--- src/rtl/imm_extend_pipe_if.sv ---
// Handshake bundle for imm_extend_pipe: request side (instr/immsrc) and
// response side (immext/illegal), each with its own valid/ready pair.
interface imm_extend_pipe_if #(
  parameter int unsigned XLEN  = 32,
  parameter int unsigned SRC_W = 3
);
  logic             in_valid;
  logic             in_ready;
  logic [24:0]      instr;
  logic [SRC_W-1:0] immsrc;
  logic             out_valid;
  logic             out_ready;
  logic [XLEN-1:0]  immext;
  logic             illegal;

  modport master (
    output in_valid, instr, immsrc, out_ready,
    input  in_ready, out_valid, immext, illegal
  );

  modport slave (
    input  in_valid, instr, immsrc, out_ready,
    output in_ready, out_valid, immext, illegal
  );
endinterface

--- src/rtl/imm_extend_pipe.sv ---
// Pipelined RISC-V immediate generator (I/S/B/J/U) behind a 2-entry skid buffer
// so that in_ready comes straight from a flop.
module imm_extend_pipe #(
  parameter int unsigned XLEN  = 32,
  parameter int unsigned SRC_W = 3
) (
  input logic              clk,
  input logic              rst_n,
  input logic              flush,
  imm_extend_pipe_if.slave bus
);

  typedef enum logic [1:0] {StEmpty = 2'd0, StOne = 2'd1, StFull = 2'd2} state_e;

  typedef struct packed {
    logic [XLEN-1:0] imm;
    logic            ill;
  } entry_t;

  logic [31:7] ir;
  logic [31:0] imm32;
  entry_t      in_entry;
  state_e      state_q, state_d;
  entry_t      main_q, main_d;
  entry_t      skid_q, skid_d;
  logic        in_ready_q;
  logic        accept, emit;

  assign ir = bus.instr;

  // Every format places the sign bit at bit 31, so one 32->XLEN extension serves all.
  always_comb begin
    imm32        = '0;
    in_entry.ill = 1'b0;
    case (bus.immsrc)
      SRC_W'(0): imm32 = {{20{ir[31]}}, ir[31:20]};
      SRC_W'(1): imm32 = {{20{ir[31]}}, ir[31:25], ir[11:7]};
      SRC_W'(2): imm32 = {{19{ir[31]}}, ir[31], ir[7], ir[30:25], ir[11:8], 1'b0};
      SRC_W'(3): imm32 = {{11{ir[31]}}, ir[31], ir[19:12], ir[20], ir[30:21], 1'b0};
      SRC_W'(4): imm32 = {ir[31:12], 12'h000};
      default:   in_entry.ill = 1'b1;
    endcase
    in_entry.imm = XLEN'($signed(imm32));
  end

  assign accept = bus.in_valid & in_ready_q;
  assign emit   = (state_q != StEmpty) & bus.out_ready;

  always_comb begin
    state_d = state_q;
    main_d  = main_q;
    skid_d  = skid_q;
    if (flush) begin
      state_d = StEmpty;
    end else begin
      unique case (state_q)
        StEmpty: begin
          if (accept) begin
            main_d  = in_entry;
            state_d = StOne;
          end
        end
        StOne: begin
          if (accept && !emit) begin
            skid_d  = in_entry;
            state_d = StFull;
          end else if (emit && !accept) begin
            state_d = StEmpty;
          end else if (accept && emit) begin
            main_d = in_entry;
          end
        end
        StFull: begin
          if (emit) begin
            main_d  = skid_q;
            state_d = StOne;
          end
        end
        default: state_d = StEmpty;
      endcase
    end
  end

  always_ff @(posedge clk) begin
    if (!rst_n) begin
      state_q    <= StEmpty;
      main_q     <= '0;
      skid_q     <= '0;
      in_ready_q <= 1'b1;
    end else begin
      state_q    <= state_d;
      main_q     <= main_d;
      skid_q     <= skid_d;
      in_ready_q <= (state_d != StFull);
    end
  end

  assign bus.in_ready  = in_ready_q;
  assign bus.out_valid = (state_q != StEmpty);
  assign bus.immext    = main_q.imm;
  assign bus.illegal   = main_q.ill;

endmodule
--- src/flat_wrapper.sv ---
// flat-port wrapper written by rule: the top's interface ports become plain ports
module imm_extend_pipe_flat 
#(
  parameter int unsigned XLEN  = 32,
  parameter int unsigned SRC_W = 3
)
  (clk, rst_n, flush, bus_in_valid, bus_instr, bus_immsrc, bus_out_ready, bus_in_ready, bus_out_valid, bus_immext, bus_illegal);
  imm_extend_pipe_if #(.XLEN(XLEN), .SRC_W(SRC_W)) bus_i ();
  input logic clk;
  input logic rst_n;
  input logic flush;
  input wire logic [$bits(bus_i.in_valid)-1:0] bus_in_valid;
  input wire logic [$bits(bus_i.instr)-1:0] bus_instr;
  input wire logic [$bits(bus_i.immsrc)-1:0] bus_immsrc;
  input wire logic [$bits(bus_i.out_ready)-1:0] bus_out_ready;
  output wire logic [$bits(bus_i.in_ready)-1:0] bus_in_ready;
  output wire logic [$bits(bus_i.out_valid)-1:0] bus_out_valid;
  output wire logic [$bits(bus_i.immext)-1:0] bus_immext;
  output wire logic [$bits(bus_i.illegal)-1:0] bus_illegal;
  assign bus_i.in_valid = bus_in_valid;
  assign bus_i.instr = bus_instr;
  assign bus_i.immsrc = bus_immsrc;
  assign bus_i.out_ready = bus_out_ready;
  assign bus_in_ready = bus_i.in_ready;
  assign bus_out_valid = bus_i.out_valid;
  assign bus_immext = bus_i.immext;
  assign bus_illegal = bus_i.illegal;
  imm_extend_pipe #(.XLEN(XLEN), .SRC_W(SRC_W)) u_core (.clk(clk), .rst_n(rst_n), .flush(flush), .bus(bus_i));
endmodule
--- config.mk ---
export PLATFORM = sky130hd
export DESIGN_NAME = imm_extend_pipe_flat
export DESIGN_NICKNAME = d
export VERILOG_FILES = /design/src/rtl/imm_extend_pipe_if.sv /design/src/rtl/imm_extend_pipe.sv /design/src/flat_wrapper.sv
export SDC_FILE = /design/constraint.sdc
export NUM_CORES = 1
export LEC_CHECK = 0
export BUFFER_PORTS_ARGS = -buffer_cell sky130_fd_sc_hd__clkbuf_2
export CORE_UTILIZATION = 58
export CTS_BUF_LIST = sky130_fd_sc_hd__clkbuf_16
export DETAILED_ROUTE_END_ITERATION = 8
export PLACE_DENSITY = 0.82
export SETUP_SLACK_MARGIN = 0.5
export SLEW_MARGIN = 20
export SYNTH_ARGS = -nofsm -noshare
export SYNTH_HDL_FRONTEND = slang
export SYNTH_SLANG_ARGS = --single-unit
--- constraint.sdc ---
create_clock -name clk -period 2.55 [get_ports clk]
set_input_delay 0.1275 -clock clk [delete_from_list [all_inputs] [get_ports clk]]
set_output_delay 0.1275 -clock clk [all_outputs]
set_load 0.02 [all_outputs]
# ---- Word level (Yosys, flattened, before mapping)
# Index checks and enable logic that the tools add are counted.
dict set report classes {
  n_addsub 0
  mux 14
  div_mod_pow 0
  n_bitwise 3
  shift 0
  multipliers 0
  n_lt_le_gt_ge 0
  reduce_logical 12
  n_eq_ne 12
}
# op count
set ops {}
lappend ops {{33-bit 2-to-1 mux} 5}
lappend ops {{32-bit case mux with 5 select lines} 1}
lappend ops {{33-bit case mux with 3 select lines} 1}
lappend ops {{2-bit 2-to-1 mux} 5}
lappend ops {{7-bit AND reduction} 1}
lappend ops {{3-bit by 2-bit == test with 1-bit output (second input constant)} 2}
lappend ops {{2-bit by 1-bit inequality test with 1-bit output (second input constant)} 3}
lappend ops {{2-bit inequality test (second input constant)} 3}
lappend ops {{2-bit case mux with 3 select lines} 1}
lappend ops {{5-bit OR reduction} 1}
lappend ops {{3-bit by 1-bit == test with 1-bit output (second input constant)} 1}
lappend ops {{3-bit == test (second input constant)} 1}
lappend ops {{1-bit logical AND} 3}
lappend ops {{3-bit zero test} 1}
lappend ops {{3-bit AND reduction} 1}
lappend ops {{3-bit nonzero test} 1}
lappend ops {{1-bit AND} 2}
lappend ops {{2-bit by 1-bit == test with 1-bit output (second input constant)} 1}
lappend ops {{2-bit == test (second input constant)} 1}
lappend ops {{1-bit zero test} 2}
lappend ops {{2-bit zero test} 1}
lappend ops {{2-bit nonzero test} 1}
lappend ops {{1-bit 2-to-1 mux} 1}
lappend ops {{1-bit NOT} 1}
dict set report word_totals {
  romBits 0
  latchBits 0
  register_bits 69
  input_bits 33
  n_memories 0
  output_inout_bits 35
  ramBits 0
  word_cells 47
}

# ---- Longest topological paths before layout
dict set report logic_depth {
  ltp_word 8
  depth_mapped 6
  ltp_nobuf 4
}

# ---- Least setup slack after synthesis
# Ideal clock, no wire load.
dict set report synth_path {
  kind {register -> register}
  start {register u_core.in_ready_q, in the netlist u_core.bus.in_ready}
  end {register u_core.skid_q[1] (netlist name)}
  required_ns 2.480
  arrival_time_ns 1.561
  path_stages_with_launch 6
  path_buffers 1
  path_slack_ns 0.919
  period_less_slack_ns 1.631
  setup_ns 0.070
  path_cell_list {dfxtp_1 -> nand3b_4 -> or3_1 -> clkbuf_2 -> or4_1 -> a21boi_1}
}
dict set report synth_between {
  elab_chain_cells 3
}
# item line_no
set synth_lines {}
lappend synth_lines {{start, declared} imm_extend_pipe.sv:26} ;# logic in_ready_q;
lappend synth_lines {{start signal, assigned} imm_extend_pipe.sv:94} ;# in_ready_q <= (state_d != StFull);
lappend synth_lines {{1-bit AND} imm_extend_pipe.sv:46} ;# assign accept = bus.in_valid & in_ready_q;
lappend synth_lines {{1-bit logical AND} imm_extend_pipe.sv:64} ;# if (accept && !emit) begin
lappend synth_lines {{3-bit AND reduction (no line)} --}
lappend synth_lines {{end signal, assigned} imm_extend_pipe.sv:93} ;# skid_q <= skid_d;
lappend synth_lines {{end, declared} imm_extend_pipe.sv:25} ;# entry_t skid_q, skid_d;
# No other way between the ends.
# A chain may end at the register's enable or synchronous reset.

# ---- Final worst setup path
dict set report layout_path {
  start {register u_core.state_q[1]}
  end {register u_core.skid_q[1] (netlist name)}
}
dict set report layout_between {
  elab_chain_cells 5
  elab_cells_between_ends 6
  cone_classes {eq/ne: 1; bitwise: 1; reduce/logical: 4}
}
# item line_no
set layout_lines {}
lappend layout_lines {{start, declared} imm_extend_pipe.sv:23} ;# state_e state_q, state_d;
lappend layout_lines {{start signal, assigned} imm_extend_pipe.sv:86} ;# state_q <= StEmpty;
lappend layout_lines {{start signal, assigned} imm_extend_pipe.sv:91} ;# state_q <= state_d;
lappend layout_lines {{2-bit nonzero test} imm_extend_pipe.sv:47} ;# assign emit = (state_q != StEmpty) & bus.out_ready;
lappend layout_lines {{1-bit AND} imm_extend_pipe.sv:47}
lappend layout_lines {{1-bit zero test} imm_extend_pipe.sv:64}
lappend layout_lines {{1-bit logical AND} imm_extend_pipe.sv:64}
lappend layout_lines {{3-bit AND reduction (no line) (*)} --}
# Mark *: on every way between the ends. The rest lies on a longest branch, timed or not.

==> metrics.md <==
| Metric | Value |
|---|---|
| Slew of the pin with the lowest slew margin | `around 0.57 ns` |
| Avg Cell Area, Syn | `8.370 µm²` |
| Final Setup Violations | `0` |
| Top FF cell, synth | `dfxtp_1` |
| Number of synthesized flops with an enable pin | `0` |
| Gr usage total | `0.2957` |
| Setup crit end kind | `register` |
| Number of gates resized after cts | `0` |
| Max Slew Vio Count | `0` |
| Yosys top cell area share | `0.4264` |
| Hold_buf cts | `0` |
| Root buffer cell | `clkbuf_16` |
| Post-CTS Setup Bufs | `0` |
| Final Skew | `0.007688 ns` |
| Static Leak | `approximately 1.7 nW` |
| Largest net degree at the start of global routing | `38` |
| Total wire length | `8460 µm` |
| Vias in the first global route | `2856` |
| Hold WC Path Type | `input port to register` |
| Via count | `3171` |
| Layout overhead on the synthesized area | `21.13%` |
| Yosys reg bits | `between 60 and 70` |
| CP Class | `register to register` |
| Num rows | `26` |
| TritonCTS clock tree | `done` |
| Synth Net Count | `420` |
| Reg2reg start | `u_core.state_q[1]` |
| Nets | `467` |
| Worst-path clk slew | `0.05 ns` |
| Worst vdd ir | `0.5659 mV` |
| Unique masters post-synth | `33` |
| Fmax | `0.5397 GHz` |
| Gpl congestion | `between 0.8 and 0.9` |
| Longest Clk Path Bufs | `2` |
| Total negative slack | `0 ns` |
| Clk_lat worst skew | `about 0.33 ns` |
| Area of the core | `~0.0052 mm²` |
| Yosys warning count | `0` |
| Boundary pin count | `68` |
| Total CTS buffers | `9` |
| Top cells by area, synth | `dfxtp_1, o211a_1, a21oi_1` |
| Asr flop ratio synth | `0` |
| Max-cap violation count | `0` |
| Top post-synthesis cells by count | `dfxtp_1, nand2_1, a21oi_1` |
| Die width | `roughly 77 µm` |
| Crit path time final | `1.853 ns` |
| Mapped Area | `roughly 0.0032 mm²` |
| CP Launch Type | `register` |
| CP max stage cell | `or3_1` |
| # port buffers | `67` |
| WL/cell | `16.62 µm` |
| Part of the cycle the worst path needs | `0.7266` |
| Crit-path max FO | `16` |
| DIE AREA | `about 0.006 mm²` |
| Antenna cells | `0` |
| Post-layout total power | `0.002842 W` |
| Hold wc startpoint | `bus_out_ready` |
| DR DRC count | `0` |
| Max-Slew Margin vs Limit | `0.6162` |
| Syn Inst Count | `roughly 390` |
| CP required | `2.82 ns` |
| Fraction of layout cells with a size suffix above 1 | `0.2255` |
| Ordered list of cells on the worst path | `nand3b_4, or3_1, or4_1, a21boi_1` |
| Initial Util | `0.6185` |
| Clock sinks | `69` |
| Pwr dens | `724.2 mW/mm²` |
| DR vias/cell | `6.230` |
| Outcome | `finished clean` |
| Grt total ovfl | `0` |
| Max stage delay on crit path | `0.59 ns` |
| Sequential share of the synthesized area | `0.4264` |
| Count leader, synth | `dfxtp_1` |
| Post-route ant nets | `0` |
| Initial antenna violation count | `0` |
| Post-synth top area cell | `dfxtp_1` |
| Clock H-tree levels | `3` |
| Die Y | `between 70 and 80 µm` |
| Final Hold Vio Count | `0` |
| Crit path DAT | `about 2.1 ns` |
| DP HPWL | `5218 µm` |
| RSZ-0062 raised after global routing | `no` |
| First-pass GRT wire length | `13720 µm` |
| Crit path from | `u_core.state_q[1]` |
| Initial DRC count | `225` |
| Router iterations before antenna repair | `7` |
## metrics by stage
step	hold WS, ns	utilization	std cells	instance area (µm²)	setup slack [ns]
final	0.06266	0.7492	509	3924	0.6971
after global routing	0.06757	0.7492	509	3924	0.6210
after CTS	0.05227	0.7492	509	3924	0.7013
after detailed placement	0.3933	0.6859	493	3592	0.7362
after global placement	0.3780	0.6859	493	3592	0.7912
after floorplan	0.2003	-	387	3239	0.9186
## cells by family after synthesis
family | synth area share
XOR/XNOR | 0.005023
multiplexers | 0.02472
buffers and inverters | 0.05369
flip-flops | 0.4264
AO/OA/AOI/OAI | 0.3248
AND/OR/NAND/NOR | 0.1653
## cells in the final DEF (no fill, tap or decap), types with 12 or more instances in the layout
| cell | n |
|---|---|
| dfxtp_1 | 69 |
| clkbuf_2 | 67 |
| nand2_1 | 58 |
| a21oi_1 | 44 |
| o211a_1 | 23 |
| o21ai_0 | 19 |
| o211ai_1 | 17 |
| nor2_1 | 13 |
| a31oi_1 | 13 |
| nor2b_1 | 12 |
| nand3_1 | 12 |
## per-layer routing
layer | track usage | part of all wire
met5 | 0 | 0
met4 | 0.1058 | 0.022
met3 | 0.09762 | 0.080
met2 | 0.4670 | 0.48
met1 | 0.3752 | 0.42
## worst max-delay path: cells and delay by family (launching register included)
family	cells	cell delay (ns)
AO/OA/AOI/OAI	1	0.13
flip-flops	1	0.36
AND/OR/NAND/NOR	3	1.29
## state kept, by name, summed over array words and instances (netlist names)
register and flops:
u_core.bus.illegal 1, u_core.bus.immext 32, u_core.bus.in_ready 1, u_core.skid_q 33, u_core.state_q 2
## area by class of cell
cell class | count | area [µm²]
Timing Repair Buffer | 77 | 410.4
Sequential cell | 69 | 1381
Fill cell | 374 | 1314
Tap cell | 70 | 87.58
Clock inverter | 7 | 106.4
Clock buffer | 9 | 225.2
Multi-Input combinational cell | 277 | 1713
## worst paths after layout
path	slack [ns]	cells past startpoint	endpoint
setup / recovery	0.70	4	u_core.skid_q[1]
hold / removal	0.06	2	u_core.state_q[1]
setup reg to reg	0.70	4	u_core.skid_q[1]
hold reg to reg	0.45	2	u_core.skid_q[1]
## power breakdown
part / leakage [nW] / total (W) / internal [W] / switching (W)
logic: 1.01 / 0.000323 / 0.000120 / 0.000203
clock network: 0.169 / 0.00138 / 0.000942 / 0.000443
registers: 0.560 / 0.00113 / 0.00111 / 0.0000189
total: 1.73 / 0.00284 / 0.00218 / 0.000665
Note: power is estimated with default switching activity, not from simulation.
